`src/rtl/uart_rx_fifo.sv`:
```
// ============================================================================
// Module  : uart_rx_fifo
// Brief   : Circular FIFO buffering uart_rx bytes toward a valid/ready consumer,
//           with sticky overflow flag. Optional stats via UART_RX_FIFO_STATS_EN.
// Revision: 1.0 - initial release
// ============================================================================
`default_nettype none

module uart_rx_fifo #(
  parameter int DATA_W = 8,
  parameter int DEPTH  = 16,
  parameter int ADDR_W = 4
) (
  input  logic              clk,
  input  logic              rst_n,
  input  logic [DATA_W-1:0] i_wr_data,
  input  logic              i_wr_valid,
  output logic [DATA_W-1:0] o_rd_data,
  output logic              o_rd_valid,
  input  logic              i_rd_ready,
  output logic [ADDR_W:0]   o_level,
  output logic              o_full,
  output logic              o_overflow,
  input  logic              i_ovf_clr,
  output logic [15:0]       o_drop_cnt,
  output logic [ADDR_W:0]   o_max_level
);

  localparam logic [ADDR_W:0] c_ONE = (ADDR_W+1)'(1);

  logic [DATA_W-1:0] r_mem [DEPTH];
  logic [ADDR_W:0]   r_wr_ptr;
  logic [ADDR_W:0]   r_rd_ptr;
  logic [ADDR_W:0]   r_level;
  logic              r_full;
  logic              r_valid;
  logic              r_overflow;

  logic              w_wr_acc;
  logic              w_drop;
  logic              w_rd_fire;
  logic [ADDR_W:0]   w_wr_ptr_nxt;
  logic [ADDR_W:0]   w_rd_ptr_nxt;
  logic [ADDR_W:0]   w_level_nxt;

  // Acceptance uses the registered full, so a same-cycle read never rescues a write.
  assign w_wr_acc  = i_wr_valid && !r_full;
  assign w_drop    = i_wr_valid &&  r_full;
  assign w_rd_fire = r_valid && i_rd_ready;

  assign w_wr_ptr_nxt = w_wr_acc  ? r_wr_ptr + c_ONE : r_wr_ptr;
  assign w_rd_ptr_nxt = w_rd_fire ? r_rd_ptr + c_ONE : r_rd_ptr;

  always_comb begin
    w_level_nxt = r_level;
    case ({w_wr_acc, w_rd_fire})
      2'b10:   w_level_nxt = r_level + c_ONE;
      2'b01:   w_level_nxt = r_level - c_ONE;
      default: w_level_nxt = r_level;
    endcase
  end

  always_ff @(posedge clk) begin
    if (w_wr_acc) begin
      r_mem[r_wr_ptr[ADDR_W-1:0]] <= i_wr_data;
    end
  end

  always_ff @(posedge clk or negedge rst_n) begin
    if (!rst_n) begin
      r_wr_ptr   <= '0;
      r_rd_ptr   <= '0;
      r_level    <= '0;
      r_full     <= 1'b0;
      r_valid    <= 1'b0;
      r_overflow <= 1'b0;
    end else begin
      r_wr_ptr <= w_wr_ptr_nxt;
      r_rd_ptr <= w_rd_ptr_nxt;
      r_level  <= w_level_nxt;
      r_valid  <= (w_wr_ptr_nxt != w_rd_ptr_nxt);
      r_full   <= (w_wr_ptr_nxt[ADDR_W] != w_rd_ptr_nxt[ADDR_W]) &&
                  (w_wr_ptr_nxt[ADDR_W-1:0] == w_rd_ptr_nxt[ADDR_W-1:0]);
      if (w_drop) begin
        r_overflow <= 1'b1;
      end else if (i_ovf_clr) begin
        r_overflow <= 1'b0;
      end
    end
  end

  assign o_rd_data  = r_mem[r_rd_ptr[ADDR_W-1:0]];
  assign o_rd_valid = r_valid;
  assign o_level    = r_level;
  assign o_full     = r_full;
  assign o_overflow = r_overflow;

`ifdef UART_RX_FIFO_STATS_EN
  logic [15:0]     r_drop_cnt;
  logic [ADDR_W:0] r_max_level;

  always_ff @(posedge clk or negedge rst_n) begin
    if (!rst_n) begin
      r_drop_cnt  <= '0;
      r_max_level <= '0;
    end else begin
      if (w_drop && (r_drop_cnt != 16'hFFFF)) begin
        r_drop_cnt <= r_drop_cnt + 16'd1;
      end
      if (w_level_nxt > r_max_level) begin
        r_max_level <= w_level_nxt;
      end
    end
  end

  assign o_drop_cnt  = r_drop_cnt;
  assign o_max_level = r_max_level;
`else
  assign o_drop_cnt  = '0;
  assign o_max_level = '0;
`endif

endmodule

`default_nettype wire

```
`config.mk`:
```
export PLATFORM = sky130hd
export DESIGN_NAME = uart_rx_fifo
export DESIGN_NICKNAME = d
export VERILOG_FILES = /design/src/rtl/uart_rx_fifo.sv
export SDC_FILE = /design/constraint.sdc
export NUM_CORES = 1
export LEC_CHECK = 0
export ABC_CLOCK_PERIOD_IN_PS = 3200
export CAP_MARGIN = 20
export CORE_MARGIN = 2
export CORE_UTILIZATION = 55
export CTS_CLUSTER_DIAMETER = 50
export DETAILED_ROUTE_END_ITERATION = 8
export GPL_ROUTABILITY_DRIVEN = 0
export PLACE_DENSITY = 0.8
export SLEW_MARGIN = 15
export SYNTH_ARGS = -nofsm -noshare
export SYNTH_HDL_FRONTEND = slang
export SYNTH_SLANG_ARGS = --single-unit
```
`constraint.sdc`:
```
create_clock -name clk -period 3.2 [get_ports clk]
set_input_delay 0.64 -clock clk [delete_from_list [all_inputs] [get_ports clk]]
set_output_delay 0.64 -clock clk [all_outputs]
set_load 0.01 [all_outputs]
```
; ---- Yosys cells after proc, flatten, opt, wreduce, memory -nomap -nowiden
; Memory sizes are Yosys's and may differ from the RTL's.
; Cells that the tools add are included.
[classes]
n_mux = 7
add_sub_neg = 4
eq_ne = 5
reduce_logical = 7
[ops]
columns = cell, count
row1 = "5-bit by 1-bit adder with 5-bit output, second input constant", 3
row2 = 5-bit 2-to-1 mux, 2
row3 = 5-bit case mux with 2 select lines, 1
row4 = 5-bit inequality test, 1
row5 = "5-bit by 1-bit subtractor with 5-bit output, second input constant", 1
row6 = 4-bit == test, 1
row7 = 1-bit logical AND, 4
row8 = 1-bit 2-to-1 mux, 4
row9 = 2-bit nonzero test, 2
row10 = "2-bit by 1-bit == test with 1-bit output, second input constant", 1
row11 = "2-bit == test, second input constant", 1
row12 = 1-bit zero test, 1
row13 = 1-bit inequality test, 1
[word_totals]
ff_bits = 18
output_inout_bits = 37
elab_cells = 30
ram_bits = 128
mem_count = 1
input_bits = 13
[memory_table]
columns = memory, words, word_bits, read_ports, rd_ports_with_merged_regs, write_ports, line
row1 = r_mem, 16, 8, 1, 0, 1, 31  ; logic [DATA_W-1:0] r_mem [DEPTH];

; ---- Longest topological paths before layout
; Gate-level depths: netlist (run 1).
[depth]
depth_word = 5
depth_mapped = 12
depth_no_buf = 10

; ---- Worst setup path before layout (run 1)
; No wires, ideal clock.
[synth_timing]
path_kind = input-to-reg
from = input i_wr_valid
to = register r_level[4], in the netlist o_level[4]
t_required_ps = 3076
arrival_time_ps = 2651
setup_time_ps = 124
stages = 12
path_slack_ps = 424
n_path_buf = 2
cell_sequence = nor2b_1 clkbuf_1 inv_1 ha_1 clkbuf_1 xor2_1 ha_1 o21ai_0 nand2b_1 a2111oi_0 o21bai_1 xnor2_1
[synth_via]
elab_chain_len = 3
elab_cells_between_ends = 5
cone_classes = 2 x eq/ne / 1 x mux / 2 x reduce/logical
[synth_lines]
columns = element, line
row1 = from (decl), 17  ; input logic i_wr_valid,
row2 = 1-bit logical AND *, 47  ; assign w_wr_acc = i_wr_valid && !r_full;
row3 = 2-bit by 1-bit == test with 1-bit output or 2-bit == test (tied branches), 56  ; case ({w_wr_acc, w_rd_fire})
row4 = 5-bit case mux with 2 select lines or 2-bit nonzero test (tied branches), --
row5 = to (signal assigned), 80  ; r_level <= w_level_nxt;
row6 = to (decl), 34  ; logic [ADDR_W:0] r_level;
; Every way passes the cells marked *; elsewhere a longest branch is shown, timed or not.
; A chain may end at the register's enable or synchronous reset.

; ---- Worst setup path in the final report (run 1)
[layout_timing]
from = register r_rd_ptr[0]
to = output o_rd_data[2]
[layout_via]
elab_chain_len = 1
[layout_lines]
columns = element, line
row1 = from (decl), 33  ; logic [ADDR_W:0] r_rd_ptr;
row2 = from (signal assigned), 79  ; r_rd_ptr <= w_rd_ptr_nxt;
row3 = memory 16 x 8 bit, --
row4 = to (decl), 18  ; output logic [DATA_W-1:0] o_rd_data,
; No other way between the ends.

==> insert_results.sql, run 1 <==
INSERT INTO impl_metrics (metric_group, metric, value, unit) VALUES
('run_status', 'outcome', 'complete, no violations', ''),
('finish', 'multi_input_comb_area', '1650', 'sq um'),
('grt', 'grt_first_pass_wirelength', '17.8', 'mm'),
('sta', 'number_of_failing_hold_endpoints_at_the_final_stage', '0', ''),
('yosys', 'synth_top_cell_area_share', '62.3', '%'),
('grt', 'pin_count_of_the_biggest_net_entering_global_routing', '36', ''),
('clock_network', 'root_buffer', 'sky130_fd_sc_hd__clkbuf_8', ''),
('detailed_routing', 'drt-pass1-iter-count', '5', ''),
('yosys', 'post-synth-top-count-cell', 'sky130_fd_sc_hd__edfxtp_1', ''),
('yosys', 'post_synth_instance_area', '6170', 'sq um'),
('min_path', 'hold_path.class', 'reg2reg', ''),
('yosys', 'ys_top_cells_by_count', '128 x sky130_fd_sc_hd__edfxtp_1, 30 x sky130_fd_sc_hd__mux4_1, 21 x sky130_fd_sc_hd__buf_4', ''),
('sta', 'final.min_clock_period', '3130', 'ps'),
('detailed_routing', 'drtAntennaViolNets', '0', ''),
('grt', 'groute.usage.overall', '21.4', '%'),
('floorplan', 'effective_utilization_at_floorplan', '56.7', '%'),
('sta', 'finalSetupViolCount', '0', ''),
('detailed_routing', 'viasPerCell', '5.87', ''),
('finish', 'fin_area', '7150', 'sq um'),
('yosys', 'post_synth_main_area_contributors', 'sky130_fd_sc_hd__edfxtp_1 62%, sky130_fd_sc_hd__mux4_1 13%, sky130_fd_sc_hd__dfrtp_1 7.3%', ''),
('finish', 'insertedDiodeCount', '0', ''),
('critical_path', 'setup.worst_path.start_class', 'register', ''),
('floorplan', 'die_h', '110', 'um'),
('yosys', 'ys_async_sr_fraction', '12.3', '%'),
('yosys', 'ys_warns', '0', ''),
('clock_network', 'clkLatencyLatePin', '520', 'ps'),
('finish', 'layout.nets', '375', ''),
('place', 'portBuffers', '28', ''),
('place', 'detailed_place.area', '6540', 'sq um'),
('place', 'detailed_place_hpwl', '7.03', 'mm'),
('floorplan', 'floorplan.rows', '38', ''),
('finish', 'final_cell_count_no_fill', '507', ''),
('critical_path', 'worstPathMaxFanout', '12', ''),
('clock_network', 'tritoncts', 'done', ''),
('critical_path', 'worstSetupPathType', 'reg2out', ''),
('pwr', 'vdd_drop_max', '0.589', 'mV'),
('sta', 'report.final.slew_viol_count', '0', ''),
('yosys', 'yosys.area.top_type', 'sky130_fd_sc_hd__edfxtp_1', ''),
('yosys', 'synth_edf_count', '128', ''),
('yosys', 'postSynthCellCount', '306', ''),
('clock_network', 'cts_max_level', '4', ''),
('detailed_routing', 'via_count', '2975', ''),
('sta', 'slew_headroom', '46.0', '%'),
('clock_network', 'clkSlewWorstSetupHoldPaths', '60', 'ps'),
('sta', 'clock.fmax', '0.319', 'GHz'),
('yosys', 'yosysSeqAreaShare', '69.6', '%'),
('detailed_routing', 'routed_wl', '11.8', 'mm'),
('critical_path', 'worstSetupEndpointType', 'output port', ''),
('floorplan', 'die_x', '110', 'um'),
('place', 'place_ws', '93.9', 'ps'),
('sta', 'whs', '479', 'ps'),
('flow_run', 'maxCapViolCount', '0', ''),
('clock_network', 'clkSinkCount', '146', ''),
('grt', 'global_route.overflow_total', '0', ''),
('clock_network', 'max-clock-path-buffers', '2', ''),
('finish', 'fillCellCount', '712', ''),
('finish', 'p_r_area_growth_vs_syn', '15.8', '%'),
('critical_path', 'timing.critical_path.arrival', '2490', 'ps'),
('critical_path', 'timing.critical_path.required', '2560', 'ps'),
('sta', 'fin_crit_share', '97.8', '%'),
('sta', 'finalWorstSetupSlack', '68.8', 'ps'),
('detailed_routing', 'first_iter_violations', '235', ''),
('floorplan', 'design.core.area', '10900', 'sq um'),
('finish', 'utilization', '65.6', '%'),
('yosys', 'postSynth.topFlopCell', 'sky130_fd_sc_hd__edfxtp_1', ''),
('clock_network', 'tritoncts.num_buffers', '17', ''),
('detailed_routing', 'remaining_drc_errors', '0', ''),
('detailed_routing', 'wl_per_cell', '23.3', 'um'),
('yosys', 'yosys.cell_types.count', '36', ''),
('pwr', 'power.density_cell_area', '938', 'nW/um^2'),
('grt', 'first_global_vias', '3020', ''),
('yosys', 'yosys_register_bits', '146', ''),
('finish', 'share_of_final_layout_standard_cells_stronger_than_drive_strength_1', '19.3', '%'),
('grt', 'number_of_antenna_violations_at_the_first_check_in_global_routing', '0', ''),
('sta', 'tightestPinTransition', '808', 'ps'),
('yosys', 'post_synth.cell_area_avg', '20.2', 'sq um'),
('floorplan', 'io_count', '50', ''),
('place', 'place.detailed.instances', '468', ''),
('finish', 'sequential_cell_area', '4300', 'sq um'),
('floorplan', 'floorplan.die_area', '12100', 'sq um'),
('pwr', 'p_leak', '0.00254', 'uW'),
('sta', 'clock_skew', '5.51', 'ps');
## state kept, by name (all words and copies together) (netlist names)
name,cells
o_level,5
o_overflow,1
o_rd_valid,1
r_rd_ptr,5
r_mem,128
o_full,1
r_wr_ptr,5
## placed cells by master (no fill, tap or decap), types with 2 or more instances in the layout
| cell | synthesis | final |
|---|---|---|
| sky130_fd_sc_hd__xnor2_1 | 10 | 10 |
| sky130_fd_sc_hd__clkbuf_2 | 0 | 4 |
| sky130_fd_sc_hd__dfrtp_1 | 18 | 17 |
| sky130_fd_sc_hd__buf_4 | 21 | 9 |
| sky130_fd_sc_hd__clkbuf_16 | 0 | 16 |
| sky130_fd_sc_hd__clkinv_2 | 0 | 4 |
| sky130_fd_sc_hd__a31oi_1 | 2 | 2 |
| sky130_fd_sc_hd__clkdlybuf4s50_1 | 0 | 20 |
| sky130_fd_sc_hd__nand2_1 | 5 | 5 |
| sky130_fd_sc_hd__inv_1 | 7 | 7 |
| sky130_fd_sc_hd__clkinv_4 | 0 | 4 |
| sky130_fd_sc_hd__nor2_1 | 2 | 2 |
| sky130_fd_sc_hd__clkinvlp_4 | 0 | 3 |
| sky130_fd_sc_hd__mux4_1 | 30 | 21 |
| sky130_fd_sc_hd__xor2_1 | 10 | 10 |
| sky130_fd_sc_hd__mux2_2 | 3 | 3 |
| sky130_fd_sc_hd__ha_1 | 8 | 8 |
| sky130_fd_sc_hd__nand4_1 | 3 | 3 |
| sky130_fd_sc_hd__edfxtp_1 | 128 | 128 |
| sky130_fd_sc_hd__conb_1 | 1 | 21 |
| sky130_fd_sc_hd__clkdlybuf4s15_1 | 0 | 3 |
| sky130_fd_sc_hd__nand3_1 | 2 | 2 |
| sky130_fd_sc_hd__nor3b_1 | 2 | 2 |
| sky130_fd_sc_hd__o21ai_0 | 3 | 3 |
| sky130_fd_sc_hd__buf_12 | 0 | 4 |
| sky130_fd_sc_hd__bufinv_16 | 0 | 2 |
| sky130_fd_sc_hd__clkinv_1 | 1 | 2 |
| sky130_fd_sc_hd__nor3_1 | 2 | 2 |
| sky130_fd_sc_hd__and2_1 | 15 | 15 |
| sky130_fd_sc_hd__mux4_2 | 10 | 19 |
## final timing paths
path	start	end	slack [ps]	depth (start not counted)
min in group asynchronous	rst_n	r_rd_ptr[1]	590	1
setup / recovery	r_rd_ptr[0]	o_rd_data[2]	70	4
max in group asynchronous	rst_n	r_rd_ptr[0]	2060	1
hold reg to reg	o_level[4]	o_level[4]	480	1
hold / removal	o_level[4]	o_level[4]	480	1
setup reg to reg	o_full	o_level[4]	810	10
## through the flow
step / total power, uW / setup TNS [ps]
floorplan: 4010 / 0
global placement: 4690 / 0
detailed placement: 4760 / 0
CTS: 6710 / -51.1
global route: 7000 / -2.61
finish: 6700 / 0
## area by class of cell
type	count	share of cell area, %
clock inverters	14	1.98
inverters	8	0.420
clock buffers	18	5.85
multi-input cells	139	23.1
flip-flops and latches	146	60.1
repair buffers	42	6.07
well taps	140	2.45
## metal layers
metal / wire, um / GRT usage [%] / vias up
met1: 5100 / 29.9 / 1540
met3: 734 / 5.99 / 15
met4: 151 / 6.42 / 0
met2: 5840 / 33.3 / 139
met5: 0 / 0 / -
li1: - / - / 1281
## logic make-up (layout without fill, tap and decap cells)
kind of cell	count (synthesis)	count (layout)	synth area share (%)
AO/OA/AOI/OAI	11	11	1.18
XOR/XNOR	20	20	2.84
adder cells (fa/ha/maj)	8	8	1.62
buffers and inverters	41	82	4.34
flip-flops	146	146	69.6
multiplexers	43	43	17.0
other	1	21	0.0607
AND/OR/NAND/NOR	36	36	3.45
## critical path, cell delays in order (launching register included)
cell and delay [ps]:
sky130_fd_sc_hd__dfrtp_2 450, sky130_fd_sc_hd__buf_12 180, sky130_fd_sc_hd__mux4_1 580, sky130_fd_sc_hd__mux4_2 450, sky130_fd_sc_hd__dlygate4sd2_1 320
## power breakdown
| group | internal [uW] | switching [uW] |
|---|---|---|
| Sequential | 2370 | 219 |
| Clock | 1100 | 757 |
| Combinational | 1190 | 1060 |
| Total | 4670 | 2030 |
## repair_timing
action / in CTS / in global routing
setup buffers: 1 / 5
resized for setup: 24 / 9
hold buffers: 0 / 0
endpoints found under the setup margin: 8 / 7
hold endpoints to repair: 0 / 0
cloned: 1 / 0
(Power assumes the default switching activity.)
==> run 2, diff against run 1 <==
--- a/config.mk
+++ b/config.mk
@@ -6,7 +6,6 @@
 export NUM_CORES = 1
 export LEC_CHECK = 0
 export ABC_CLOCK_PERIOD_IN_PS = 3200
-export CAP_MARGIN = 20
 export CORE_MARGIN = 2
 export CORE_UTILIZATION = 55
 export CTS_CLUSTER_DIAMETER = 50
==> results of run 2 <==
No change in the layout: final DEF, timing and power equal those of run 1.
==> run 3, diff against run 2 <==
--- a/config.mk
+++ b/config.mk
@@ -5,7 +5,7 @@
 export SDC_FILE = /design/constraint.sdc
 export NUM_CORES = 1
 export LEC_CHECK = 0
-export ABC_CLOCK_PERIOD_IN_PS = 3200
+export ABC_CLOCK_PERIOD_IN_PS = 3000
 export CORE_MARGIN = 2
 export CORE_UTILIZATION = 55
 export CTS_CLUSTER_DIAMETER = 50
==> constraint.sdc (replaced) <==
create_clock -name clk -period 3 [get_ports clk]
set_input_delay 0.6 -clock clk [delete_from_list [all_inputs] [get_ports clk]]
set_output_delay 0.6 -clock clk [all_outputs]
set_load 0.01 [all_outputs]
==> insert_results.sql, run 3 (same netlist as run 1, synthesis figures left out) <==
INSERT INTO impl_metrics (metric_group, metric, value, unit) VALUES
('run_status', 'outcome', 'complete, no violations', ''),
('critical_path', 'timing.critical_path.arrival', '2400', 'ps'),
('min_path', 'hold_path.class', 'reg2reg', ''),
('critical_path', 'worstSetupPathType', 'reg2out', ''),
('sta', 'number_of_failing_hold_endpoints_at_the_final_stage', '0', ''),
('grt', 'global_route.overflow_total', '0', ''),
('detailed_routing', 'remaining_drc_errors', '0', ''),
('clock_network', 'tritoncts', 'done', ''),
('critical_path', 'timing.critical_path.cells', 'buf_12, mux4_1, mux4_2, buf_6', ''),
('detailed_routing', 'viasPerCell', '5.94', ''),
('finish', 'layout.nets', '377', ''),
('floorplan', 'die_x', '110', 'um'),
('clock_network', 'root_buffer', 'sky130_fd_sc_hd__clkbuf_8', ''),
('critical_path', 'cpPeakStageDelay', '580', 'ps'),
('detailed_routing', 'wl_per_cell', '24.2', 'um'),
('place', 'portBuffers', '28', ''),
('grt', 'grt_first_pass_wirelength', '18.7', 'mm'),
('sta', 'report.final.slew_viol_count', '0', ''),
('pwr', 'vdd_drop_max', '0.607', 'mV'),
('critical_path', 'worstSetupEndpointType', 'output port', ''),
('detailed_routing', 'drt-pass1-iter-count', '4', ''),
('floorplan', 'effective_utilization_at_floorplan', '56.7', '%'),
('critical_path', 'setup.worst_path.start_class', 'register', ''),
('sta', 'tightestPinTransition', '829', 'ps'),
('clock_network', 'cts_hold_buf', '0', ''),
('floorplan', 'floorplan.rows', '38', ''),
('pwr', 'p_leak', '0.00246', 'uW'),
('finish', 'commonest_non_fill_non_tap_cell_in_the_layout', 'sky130_fd_sc_hd__edfxtp_1', ''),
('detailed_routing', 'via_count', '3025', ''),
('clock_network', 'clkSlewWorstSetupHoldPaths', '60', 'ps'),
('sta', 'fin_crit_share', '99.9', '%'),
('sta', 'rsz_0062_raised_after_global_routing', 'true', ''),
('sta', 'setup-tns-final', '0', 'ps'),
('sta', 'clock_skew', '9.66', 'ps'),
('critical_path', 'critPathSlowestCell', 'sky130_fd_sc_hd__mux4_1', ''),
('detailed_routing', 'first_iter_violations', '270', ''),
('floorplan', 'floorplan.die_area', '12100', 'sq um'),
('finish', 'utilization', '65.1', '%'),
('finish', 'largest_register_ffs', '128', ''),
('sta', 'final.min_clock_period', '3000', 'ps'),
('clock_network', 'clkLatencyLatePin', '530', 'ps'),
('floorplan', 'design.core.area', '10900', 'sq um'),
('detailed_routing', 'drtAntennaViolNets', '0', ''),
('clock_network', 'max-clock-path-buffers', '2', ''),
('grt', 'pin_count_of_the_biggest_net_entering_global_routing', '22', ''),
('sta', 'slew_headroom', '44.6', '%'),
('detailed_routing', 'routed_wl', '12.3', 'mm'),
('clock_network', 'tritoncts.num_buffers', '17', ''),
('pwr', 'power.density_cell_area', '1010', 'nW/um^2'),
('grt', 'number_of_antenna_violations_at_the_first_check_in_global_routing', '0', ''),
('finish', 'insertedDiodeCount', '0', ''),
('floorplan', 'die_h', '110', 'um'),
('critical_path', 'worstPathMaxFanout', '10', ''),
('grt', 'groute.usage.overall', '23.0', '%'),
('place', 'detailed_place_hpwl', '7.36', 'mm'),
('sta', 'finalSetupViolCount', '0', ''),
('grt', 'first_global_vias', '3135', ''),
('finish', 'p_r_area_growth_vs_syn', '14.9', '%'),
('floorplan', 'io_count', '50', ''),
('sta', 'clock.fmax', '0.334', 'GHz'),
('finish', 'share_of_final_layout_standard_cells_stronger_than_drive_strength_1', '25.5', '%'),
('critical_path', 'timing.critical_path.required', '2400', 'ps'),
('clock_network', 'clkSinkCount', '146', ''),
('finish', 'mostFrequentLayoutCells', '128 x sky130_fd_sc_hd__edfxtp_1, 35 x sky130_fd_sc_hd__mux4_2, 21 x sky130_fd_sc_hd__conb_1, 20 x sky130_fd_sc_hd__clkdlybuf4s50_1, 17 x sky130_fd_sc_hd__dfrtp_1', ''),
('clock_network', 'cts_max_level', '4', ''),
('flow_run', 'maxCapViolCount', '0', '');
-- run 3: cell count changes in the layout (fill, tap and decap cells not counted), moves of 2 or more --
cell	change
sky130_fd_sc_hd__buf_6	+8
sky130_fd_sc_hd__buf_8	+2
sky130_fd_sc_hd__bufinv_16	-2
sky130_fd_sc_hd__clkbuf_2	-4
sky130_fd_sc_hd__clkdlybuf4s15_1	-3
sky130_fd_sc_hd__clkinv_2	-2
sky130_fd_sc_hd__clkinvlp_4	+2
sky130_fd_sc_hd__inv_6	+3
sky130_fd_sc_hd__mux4_1	-16
sky130_fd_sc_hd__mux4_2	+16
-- run 3: critical path: cells and delay by family, from the launching register on --
kind | cells | cell delay [ps]
flops | 1 | 450
buf+inv | 2 | 320
mux | 2 | 1080
-- run 3: where the power goes --
| group | switching [uW] | leakage, uW | internal [uW] |
|---|---|---|---|
| combinational | 1190 | 0.000851 | 1390 |
| clock | 826 | 0.000245 | 1020 |
| sequential | 219 | 0.00137 | 2530 |
-- run 3: final cells by class --
class	count	area [sq um]
Sequential cell	146	4300
Fill cell	700	3790
Multi-Input combinational cell	139	1590
Timing Repair Buffer	44	473
Clock buffer	17	414
Tap cell	140	175
Clock inverter	15	113
Inverter	8	30.0
-- run 3: what timing repair did --
item / 4_1_cts / 5_1_grt
buffers inserted: 6 / 0
hold endpoints to repair: 0 / 0
gates resized for setup: 61 / 13
cloned: 1 / 0
endpoints found under the setup margin: 8 / 8
-- run 3: per-stage QoR --
stage          instances  setup WS (ps)  hold slack, ps  power (uW)  area [sq um]
3_3_place_gp         471           85.9             463        5020          6570
2_1_floorplan        326            264             304        4270          6250
5_1_grt              509          -58.5             485        7510          7090
6_report             509           4.17             469        7180          7090
3_5_place_dp         471           31.8             467        5090          6570
4_1_cts              510          -81.5             476        7190          7140
-- run 3: path summary, 6_finish.rpt --
| check | startpoint | slack (ps) | to | cells after the start |
|---|---|---|---|---|
| worst max-delay path | r_rd_ptr[0] | 4 | o_rd_data[2] | 4 |
| worst min-delay path | o_level[4] | 470 | o_level[4] | 1 |
| worst max register to register | o_rd_valid | 700 | o_level[4] | 10 |
| worst min register to register | o_level[4] | 470 | o_level[4] | 1 |
| max in group asynchronous | rst_n | 1890 | r_rd_ptr[0] | 1 |
| min in group asynchronous | rst_n | 540 | o_level[3] | 1 |
-- run 3: layer usage --
layer,track usage [%],part of all wire [%]
met3,7.23,7.5
met5,0,0
met2,35.9,51
met4,9.31,2.2
met1,30.4,40
==> edit (config.mk and constraints of run 1) <==
Register the output `o_level` once more, cleared by the reset; this adds one clock of latency there. The other outputs are not delayed to match.
--- a/src/rtl/uart_rx_fifo.sv
+++ b/src/rtl/uart_rx_fifo.sv
@@ -92,5 +92,11 @@
   assign o_rd_data  = r_mem[r_rd_ptr[ADDR_W-1:0]];
   assign o_rd_valid = r_valid;
-  assign o_level    = r_level;
+  always_ff @(posedge clk or negedge rst_n) begin
+    if (!rst_n) begin
+      o_level <= '0;
+    end else begin
+      o_level <= r_level;
+    end
+  end
   assign o_full     = r_full;
   assign o_overflow = r_overflow;
Function: changed (a bounded check fails within 4 cycles, from zero or initial values and one cycle with rst_n low).
==> edit against run 1 <==
Total power grew 2.3%. Sequential share of layout area shrank 0.16 points. Sequential cell count grew 5. Routed wire length grew 4.9%. Cell area grew 3.2%. Non-clock buffer count grew 6. Area after synthesis grew 2.0%. Setup slack lost 0.021 ns. Largest cell class unchanged.
==> edit: results (changes against run 1) <==
SYNTH.AREA.TOP_CELLS='edfxtp_1 61%, mux4_1 13%, dfrtp_1 9.1%'
PLACE_INST=483  # +3.2%
CLOCK_INSERTION_DELAY_WORST_SKEW_NS=0.43  # -0.09 ns
FINALCRITICALPERIOD_NS=3.15  # +0.0206 ns
SYNTHESIS.AREA_PER_INSTANCE_UM2=20.3  # +0.39%
CLOCK_TREE.ROOT_CELL='clkbuf_16'
YOSYS_WARNINGS=0  # unchanged
GRT_FIRST_PASS_WIRELENGTH_UM=18800  # +5.8%
FIRST_ITER_VIOLATIONS=198  # -16%
FILL_CELLS=719  # +0.98%
CRITICAL_PATH_ARRIVAL_NS=2.51  # +0.02 ns
NNETSFINAL=386  # +2.9%
VIA_COUNT=3031  # +1.9%
DETAILEDPLACEMENTHPWL_UM=7220  # +2.7%
STATUS='finished clean'
YOSYSUNIQUECELLTYPES=36  # unchanged
SYNTH_ENABLE_FLOP_CELLS=128  # unchanged
GRT_UTIL_ALL_LAYERS_PCT=21.6  # +0.21 points
CRITICAL_PATH_PEAK_FANOUT=8  # -4
CTSHTREEMAXLEVEL=4  # unchanged
SETUP_SLACK_AFTER_PLACEMENT_NS=0.162  # +0.0685 ns
DETAIL_ROUTE.WIRELENGTH_UM=12400  # +4.9%
PEAKVDDDROP_mV=0.636  # +8.0%
FINAL.SETUP_SKEW_NS=0.0181  # +0.0126 ns
CRITICAL-PATH-MAX-STAGE-DELAY_NS=0.55  # -0.03 ns
YOSYS-TOP-CELLS-COUNT='128 x edfxtp_1, 30 x mux4_1, 23 x dfrtp_1, 21 x buf_4, 15 x and2_1'
YOSYSSEQAREASHARE_PCT=70.2  # +0.60 points
ASYNC_FLOP_SHARE_PCT=15.2  # +2.9 points
TOTAL_LEAKAGE_POWER_uW=0.00266  # +5.1%
REG2REG_SLACK_NS=0.98  # +0.17 ns
FINAL_LAYOUT_SIZE_SUFFIX_GT1_SHARE_PCT=18.5  # -0.83 points
POST_DRT_VIA_CELL_RATIO=5.82  # -0.86%
GRT_PASS1_VIAS=3144  # +4.1%
CRITICAL_PATH.SLOWEST_CELL='mux4_1'
WORST_SLEW_PIN_SLEW_NS=0.601  # -0.207 ns
-- edit: cell count changes in the layout (fill, tap and decap cells not counted), moves of 2 or more --
cell,delta
buf_12,-2
buf_4,+6
clkbuf_16,+2
clkbuf_2,-4
clkdlybuf4s15_1,-3
clkinv_2,-4
dfrtp_1,+5
dlygate4sd2_1,+7
inv_6,+5
mux4_1,+4
mux4_2,-4
-- edit: cell type report --
cell class,instances,area share [%]
clock buffer,17,5.77
clock inverter,15,1.95
inverter,8,0.407
multi-input combinational,139,22.6
sequential,151,59.9
tap,143,2.43
timing repair buffer,48,6.89
-- edit: worst paths after layout --
| path | startpoint | to | cells after the start |
|---|---|---|---|
| min in group asynchronous | rst_n | r_level[1]$_DFFE_PN0P_ | 1 |
| min | r_level[4]$_DFFE_PN0P_ | o_level[4]$_DFF_PN0_ | 0 |
| max in group asynchronous | rst_n | r_rd_ptr[0]$_DFF_PN0_ | 2 |
| min reg2reg | r_level[4]$_DFFE_PN0P_ | o_level[4]$_DFF_PN0_ | 0 |
| max reg2reg | o_rd_valid$_DFF_PN0_ | r_level[4]$_DFFE_PN0P_ | 10 |
| max | r_rd_ptr[0]$_DFF_PN0_ | o_rd_data[2] | 5 |
-- edit: per-stage QoR --
step           hold WS (ns)  instance area, um2  util (%)
4_1_cts               0.407                7360      65.3
3_3_place_gp          0.395                6730      59.7
2_1_floorplan         0.344                6370         -
3_5_place_dp          0.386                6730      59.7
5_1_grt               0.425                7370      65.4
6_report              0.404                7370      65.4
-- edit: where the power goes --
| part | internal, uW | switching, uW | total (uW) |
|---|---|---|---|
| Clock | 1080 | 810 | 1890 |
| Sequential | 2470 | 203 | 2670 |
| Combinational | 1230 | 1070 | 2290 |
| Total | 4780 | 2080 | 6860 |
-- edit: kinds of logic after synthesis --
| kind of cell | count (synthesis) | synth area share, % |
|---|---|---|
| flops | 151 | 70.2 |
| simple gates | 36 | 3.38 |
| compound gates | 11 | 1.15 |
| buf+inv | 41 | 4.25 |
| other cells | 1 | 0.0595 |
| xor+xnor | 20 | 2.78 |
| fa+ha+maj | 8 | 1.59 |
| mux | 43 | 16.6 |
-- edit: repair_timing --
action,CTS,global route
buffers inserted,3,0
hold buffers,0,0
setup endpoints to repair,8,6
cloned,2,1
resized for setup,11,3
-- edit: routing by layer --
metal  part of all wire [%]  wire [um]  track usage (%)  vias to the layer above
met5                      0          0                0                        -
met4                    1.9        232             9.79                        0
met3                    7.0        863             5.52                       20
met2                     53       6530             34.5                      125
met1                     39       4780             28.4                     1561
li1                       -          -                -                     1325
